File: config.mk
export PLATFORM = sky130hd
export DESIGN_NAME = seq_step_sched
export DESIGN_NICKNAME = d
export VERILOG_FILES = /design/src/rtl/seq_step_sched.sv
export SDC_FILE = /design/constraint.sdc
export NUM_CORES = 1
export LEC_CHECK = 0
export ABC_AREA = 1
export CORE_UTILIZATION = 40
export DETAILED_ROUTE_END_ITERATION = 16
export PLACE_DENSITY = 0.6
export SLEW_MARGIN = 10
export SYNTH_ARGS = -nofsm -noshare
export SYNTH_HDL_FRONTEND = slang
export SYNTH_SLANG_ARGS = --single-unit
File: constraint.sdc
create_clock -name clk -period 1.7 [get_ports clk]
set_clock_uncertainty 0.05 [all_clocks]
set_input_delay 0.255 -clock clk [delete_from_list [all_inputs] [get_ports clk]]
set_output_delay 0.255 -clock clk [all_outputs]
set_load 0.02 [all_outputs]
File: src/rtl/seq_step_sched.sv
// Step scheduler for the integer-sequence generator bank: issues the shared step_en
// advance strobe and drives the output-mux source select.
module seq_step_sched #(
  parameter int unsigned NUM_SRC = 8,
  parameter int unsigned SEL_W   = 3,
  parameter int unsigned CNT_W   = 8
) (
  input  logic             clk,
  input  logic             reset,
  input  logic             cmd_valid,
  output logic             cmd_ready,
  input  logic [2:0]       cmd_op,
  input  logic [CNT_W-1:0] cmd_arg,
  output logic             step_en,
  output logic [SEL_W-1:0] sel,
  output logic             busy,
  output logic             burst_done,
  output logic [CNT_W-1:0] step_count
);

  typedef enum logic [1:0] {S_IDLE, S_RUN, S_STEP, S_SCAN} state_t;

  localparam logic [2:0] OP_PAUSE  = 3'b000;
  localparam logic [2:0] OP_RUN    = 3'b001;
  localparam logic [2:0] OP_STEP   = 3'b010;
  localparam logic [2:0] OP_SCAN   = 3'b011;
  localparam logic [2:0] OP_SETDIV = 3'b100;
  localparam logic [2:0] OP_SETSEL = 3'b101;

  state_t           state_q, state_d;
  logic [CNT_W-1:0] div_q, div_d;
  logic [SEL_W-1:0] sel_q, sel_d;
  logic [CNT_W-1:0] step_count_q, step_count_d;
  logic [CNT_W-1:0] pre_cnt_q, pre_cnt_d;
  logic [CNT_W-1:0] burst_q, burst_d;
  logic [CNT_W-1:0] dwell_q, dwell_d;
  logic [CNT_W-1:0] dwell_cnt_q, dwell_cnt_d;

  logic             accept;
  logic [SEL_W-1:0] sel_arg;
  logic [SEL_W-1:0] sel_wrapped;

  assign cmd_ready  = (state_q != S_STEP);
  assign busy       = (state_q != S_IDLE);
  assign sel        = sel_q;
  assign step_count = step_count_q;
  assign accept     = cmd_valid && cmd_ready;
  assign sel_arg    = cmd_arg[SEL_W-1:0];
  assign sel_wrapped = SEL_W'(32'(sel_arg) % NUM_SRC);

  always_comb begin
    state_d      = state_q;
    div_d        = div_q;
    sel_d        = sel_q;
    step_count_d = step_count_q;
    pre_cnt_d    = pre_cnt_q;
    burst_d      = burst_q;
    dwell_d      = dwell_q;
    dwell_cnt_d  = dwell_cnt_q;

    // A zero-length burst parks in STEP for one cycle with the strobe suppressed.
    step_en    = (state_q != S_IDLE) && (pre_cnt_q == div_q) &&
                 !((state_q == S_STEP) && (burst_q == '0));
    burst_done = (state_q == S_STEP) && step_en && (burst_q == CNT_W'(1));

    if (state_q != S_IDLE) begin
      pre_cnt_d = step_en ? '0 : pre_cnt_q + CNT_W'(1);
    end
    if (step_en) begin
      step_count_d = step_count_q + CNT_W'(1);
    end

    case (state_q)
      S_STEP: begin
        if (burst_q == '0) begin
          state_d = S_IDLE;
        end else if (step_en) begin
          burst_d = burst_q - CNT_W'(1);
          if (burst_q == CNT_W'(1)) state_d = S_IDLE;
        end
      end
      S_SCAN: begin
        if (step_en) begin
          if (dwell_cnt_q == dwell_q - CNT_W'(1)) begin
            dwell_cnt_d = '0;
            sel_d       = (sel_q == SEL_W'(NUM_SRC - 1)) ? '0 : sel_q + SEL_W'(1);
          end else begin
            dwell_cnt_d = dwell_cnt_q + CNT_W'(1);
          end
        end
      end
      default: ;
    endcase

    // Commands apply after the current-state effects so a coincident SETSEL wins for sel.
    if (accept) begin
      case (cmd_op)
        OP_PAUSE: state_d = S_IDLE;
        OP_RUN: begin
          div_d     = cmd_arg;
          pre_cnt_d = '0;
          state_d   = S_RUN;
        end
        OP_STEP: begin
          burst_d   = cmd_arg;
          pre_cnt_d = '0;
          state_d   = S_STEP;
        end
        OP_SCAN: begin
          dwell_d     = (cmd_arg == '0) ? CNT_W'(1) : cmd_arg;
          dwell_cnt_d = '0;
          pre_cnt_d   = '0;
          state_d     = S_SCAN;
        end
        OP_SETDIV: div_d = cmd_arg;
        OP_SETSEL: sel_d = sel_wrapped;
        default: ;
      endcase
    end
  end

  always_ff @(posedge clk) begin
    if (reset) begin
      state_q      <= S_IDLE;
      div_q        <= '0;
      sel_q        <= '0;
      step_count_q <= '0;
      pre_cnt_q    <= '0;
      burst_q      <= '0;
      dwell_q      <= '0;
      dwell_cnt_q  <= '0;
    end else begin
      state_q      <= state_d;
      div_q        <= div_d;
      sel_q        <= sel_d;
      step_count_q <= step_count_d;
      pre_cnt_q    <= pre_cnt_d;
      burst_q      <= burst_d;
      dwell_q      <= dwell_d;
      dwell_cnt_q  <= dwell_cnt_d;
    end
  end

endmodule

# Yosys cells after proc, flatten, opt, wreduce, memory -nomap -nowiden
# Index checks and enable logic that the tools add are counted.
# word_totals
ff_bits	53
in_bits	14
out_inout_bits	15
# classes
n_addsub	6
n_eq_ne	12
n_mux	27
reduce_logical	15
# op_table
operator	n
$mux W8	15
$add A8 B1 Y8 const B	3
$mux W3	6
$eq A8 B8 Y1	2
$logic_not A8 Y1	2
$sub A8 B1 Y8 const B	2
$mux W2	5
$eq A3 B3 Y1 const B	3
$eq A8 B1 Y1 const B	1
$pmux W2 S4	1
$eq A3 B2 Y1 const B	2
$logic_and A1 B1 Y1	6
$eq A2 B2 Y1 const B	2
$reduce_and A2 Y1	2
$add A3 B1 Y3 const B	1
$eq A3 B1 Y1 const B	1
$logic_not A3 Y1	1
$reduce_or A3 Y1	1
$ne A2 B2 Y1 const B	1
$reduce_bool A2 Y1	1
$reduce_or A2 Y1	1
$logic_not A1 Y1	1

# Depth between registers and ports, before layout
# logic_depth
word_depth	9
depth_mapped	14
ltp_nobuf	14

# Worst setup path after synthesis
# Ideal clock, no wire load.
# synth_timing
kind	reg2out
start	reg burst_q[0]
end	out burst_done
arrival_time_ns	1.525
required_ns	1.395
setup_slack_ns	-0.130
stages_incl_launch_ff	10
path_cell_list	dfxtp_1 inv_1 ha_1 nand2_1 nor3_4 inv_2 nand2_2 nor2_8 nand3_1 nor2_1
# synth_between
elab_chain_len	6
elab_cells_between_ends	7
classes_between	1 x eq/ne; 6 x reduce/logical
# synth_rtl
element	line	text
start: declaration	35	logic [CNT_W-1:0] burst_q, burst_d;
start signal: assignment	138	burst_q <= burst_d;
$logic_not A8 Y1	63	!((state_q == S_STEP) && (burst_q == '0));
$logic_and A1 B1 Y1	63	
$logic_not A1 Y1	63	
$logic_and A1 B1 Y1	62	step_en = (state_q != S_IDLE) && (pre_cnt_q == div_q) &&
via step_en	14	output logic step_en,
$logic_and A1 B1 Y1 (2 in series)	64	burst_done = (state_q == S_STEP) && step_en && (burst_q == CNT_W'(1));
end: declaration	17	output logic burst_done,
# The timed path passes the listed nets, and every way through them passes these cells.

# Final worst setup path
# layout_timing
start	reg state_q[0]
end	out burst_done
# layout_between
elab_chain_len	6
elab_cells_between_ends	8
classes_between	1 x eq/ne; 7 x reduce/logical
# layout_rtl
element	line	text
start: declaration	30	state_t state_q, state_d;
start signal: assignment	133	state_q <= state_d;
$eq A2 B2 Y1	63, 64	
$logic_and A1 B1 Y1	63	
$logic_not A1 Y1	63	
$logic_and A1 B1 Y1	62	
$logic_and A1 B1 Y1 (*) (2 in series)	64	
# Every way passes the cells marked *; elsewhere a longest branch is shown, timed or not.

==> flow_summary.toml <==
[outcome]
status = "complete, but fails checks"
violations = "negative setup slack"

[worst_setup_path]
critical_path_class = "flop to primary output"
endpoint_kind = "primary output"
worstPathMaxFanout = 2
worstSetupStartpointType = "flop"
path_buf_inv = 2
crit_family = "simple AND/OR/NAND/NOR gates"
slowest_delay_ns = 0.37
crit_chain = "nor2_2 -> inv_2 -> nand4_1 -> nor2_4 -> nand2_4 -> nor2_8 -> nand3_4 -> nor2_4 -> buf_6"
cp.required_ns = 1.39
cpMostUsedCell = "nor2_4"
arrival_ns = 1.58
cp_slowest_cell = "dfxtp_2"

[global_route]
grt_usage = 0.2246
antenna_found_initial = 0
grt_first_pass_wirelength_mm = 13.82
grt_pass1_vias = 3030
gr-total-overflow = 0
grt_start_max_net_pins = 18

[logic_synthesis]
netlist_area_um2 = 3070
yosysTopAreaCell = "dfxtp_1"
ys_seq_area_frac = 0.3456
synth_area_per_cell_um2 = 6.719
yosysWarnings = 0
ys_top_cells_by_area = "dfxtp_1 (35%), nand2_1 (11%), inv_1 (7.6%), nor2_1 (7.5%), a21oi_1 (5.7%)"
synth_flop_cell = "dfxtp_1"
ys_ff_latch = 53
async_flop_share = 0
synth_edf_count = 0
netlist.area_leader.share = 0.3456
yosysUniqueCellTypes = 35
netlist_instances = 457
syn-num-nets = 479

[timing]
fin_tns_setup_ns = -2.826
fin_crit_sh = 1.111
finalMaxSlewViolations = 0
fin_ws_ns = -0.1885
timing.final.hold_violations = 0
period_needed_ns = 1.889
max_slew_margin = 0.8013
grt_setup_unrepaired = "yes"
worst_pin_slew_ns = 0.2950
max_freq_mhz = 529.5
setup_violations = 27
fin_hold_ws_ns = 0.4480

[finish]
final_common_cell = "buf_4"
nets = 602
utilization = 0.6568
diodes = 0
drive_gt1_frac = 0.4096
final_cell_mix = "buf_4 (78), nand2_1 (77), inv_1 (50)"
fillCellCount = 611
area_growth_pct = 56.81

[power]
total_power_uw = 2970
intPower_uw = 2082
p_leak_uw = 0.002152
powerDensity_nw_per_um2 = 616.8
power_frac_clock = 0.302
p_comb_frac = 0.254
netSwitchingFraction = 0.2989
p_seq_frac = 0.443
peakVddDrop_mv = 0.5122
power_switching_uw = 887.5

[clocking]
clk_latency_ns = 0.31
htreeDepth = 2
cts_root_buf = "clkbuf_8"
cts_tree = "done"
clk_path_buf_depth = 2
numCtsBuffers = 5
cts_sinks = 53
cts-hold-fix-buffers = 0
cts.clk_slew.worst_paths_ns = 0.10

[placed_design]
place.detailed.hpwl_mm = 6.435
portBuffers = 28
gp_congestion = 0.8388

[die]
rows = 31
initial_core_util = 0.4188
core_area_um2 = 7331
boundaryPins = 29
fp.dieH_um = 89.62
die_w_um = 89.62
dieArea_um2 = 8031

[route]
first_iter_violations = 121
wl_met1_mm = 4.013
via_per_inst = 4.803
drt_drc_violations_left = 0
antenna_left = 0
num_vias = 3266
firstDrtPassIters = 4
maxUsedRoutingLayer = "met4"
wire_per_inst_um = 12.80
route.met3.wl_um = 272
wl_met2_mm = 4.343
totalWireLength_mm = 8.702

[job]
drv_cap = 0

[min_path]
hold_class = "flop to flop"
worst paths after layout:
check	from	endpoint	slack, ns	cells after the start
worst max-delay path	state_q[0]	burst_done	-0.19	9
worst min-delay path	step_count[5]	step_count[5]	0.45	2
worst max register to register	state_q[0]	dwell_cnt_q[7]	-0.15	13
worst min register to register	step_count[5]	step_count[5]	0.45	2
layout make-up:
type	instances	area [um^2]	share of cell area
Multi-Input combinational cell	325	2113	0.4389
Sequential cell	53	1086	0.2256
Timing Repair Buffer	122	1079	0.2240
Inverter	73	300.3	0.06237
Tap cell	99	123.9	0.02573
Clock buffer	5	68.82	0.01429
Clock inverter	3	43.79	0.009096
power groups by stage:
| stage | logic, uW | registers [uW] | clock network, uW |
|---|---|---|---|
| after global routing | 819 | 1320 | 968 |
| after floorplan | 301 | 1340 | 0 |
| after CTS | 680 | 1310 | 926 |
| after detailed placement | 587 | 1340 | 0 |
| final | 755 | 1320 | 898 |
| after global placement | 581 | 1340 | 0 |
worst min-delay path: cells and delay by family, from the launching register on:
| kind | cells | cell delay [ns] |
|---|---|---|
| DFF | 1 | 0.34 |
| buffers and inverters | 1 | 0.07 |
| AOI/OAI and AO/OA | 1 | 0.06 |
metrics by stage:
step | instances | area (um^2) | worst slack, ns
2_1_floorplan | 457 | 3088 | -0.003152
3_3_place_gp | 659 | 4089 | -0.3823
3_5_place_dp | 659 | 4089 | -0.4052
4_1_cts | 675 | 4509 | -0.1853
5_1_grt | 680 | 4815 | -0.2612
6_report | 680 | 4815 | -0.1885
cell usage after synthesis (2+ instances only):
master,instances
inv_1,62
xor2_1,9
nor3b_1,2
xnor2_1,5
o21ai_0,28
nor2_4,3
clkinv_1,2
nand4_1,7
inv_2,8
nor2_2,10
a21oi_1,35
nand4_2,2
a211oi_1,3
nor2_1,61
nor3_1,6
nor3b_2,2
ha_1,8
o21ai_1,6
a21oi_2,2
nand3_1,23
nand3_2,4
dfxtp_1,53
nand2_1,94
nor4_1,2
nand2_2,6
clkbuf_1,5
sequential cells by signal, indices dropped and copies added (netlist names):
signal       cells
burst_q          8
div_q            8
dwell_cnt_q      8
dwell_q          8
pre_cnt_q        8
step_count       8
sel              3
state_q          2
layer usage:
layer  up-vias  GRT usage
li1       1709          -
met1      1500     0.2976
met2        52     0.3953
met3         5    0.02834
met4         0    0.03896
met5         -          0
kinds of logic after synthesis:
logic type,synth area share
AO/OA/AOI/OAI,0.1304
adder cells (fa/ha/maj),0.03260
buffers and inverters,0.09780
flip-flops,0.3456
XOR/XNOR,0.03994
AND/OR/NAND/NOR,0.3537
repair_timing:
action                     CTS  global route
buffers inserted             8             6
resized for setup           92            80
setup endpoints to repair   48            52
pin swaps                   20            48
Note: power is estimated with default switching activity, not from simulation.
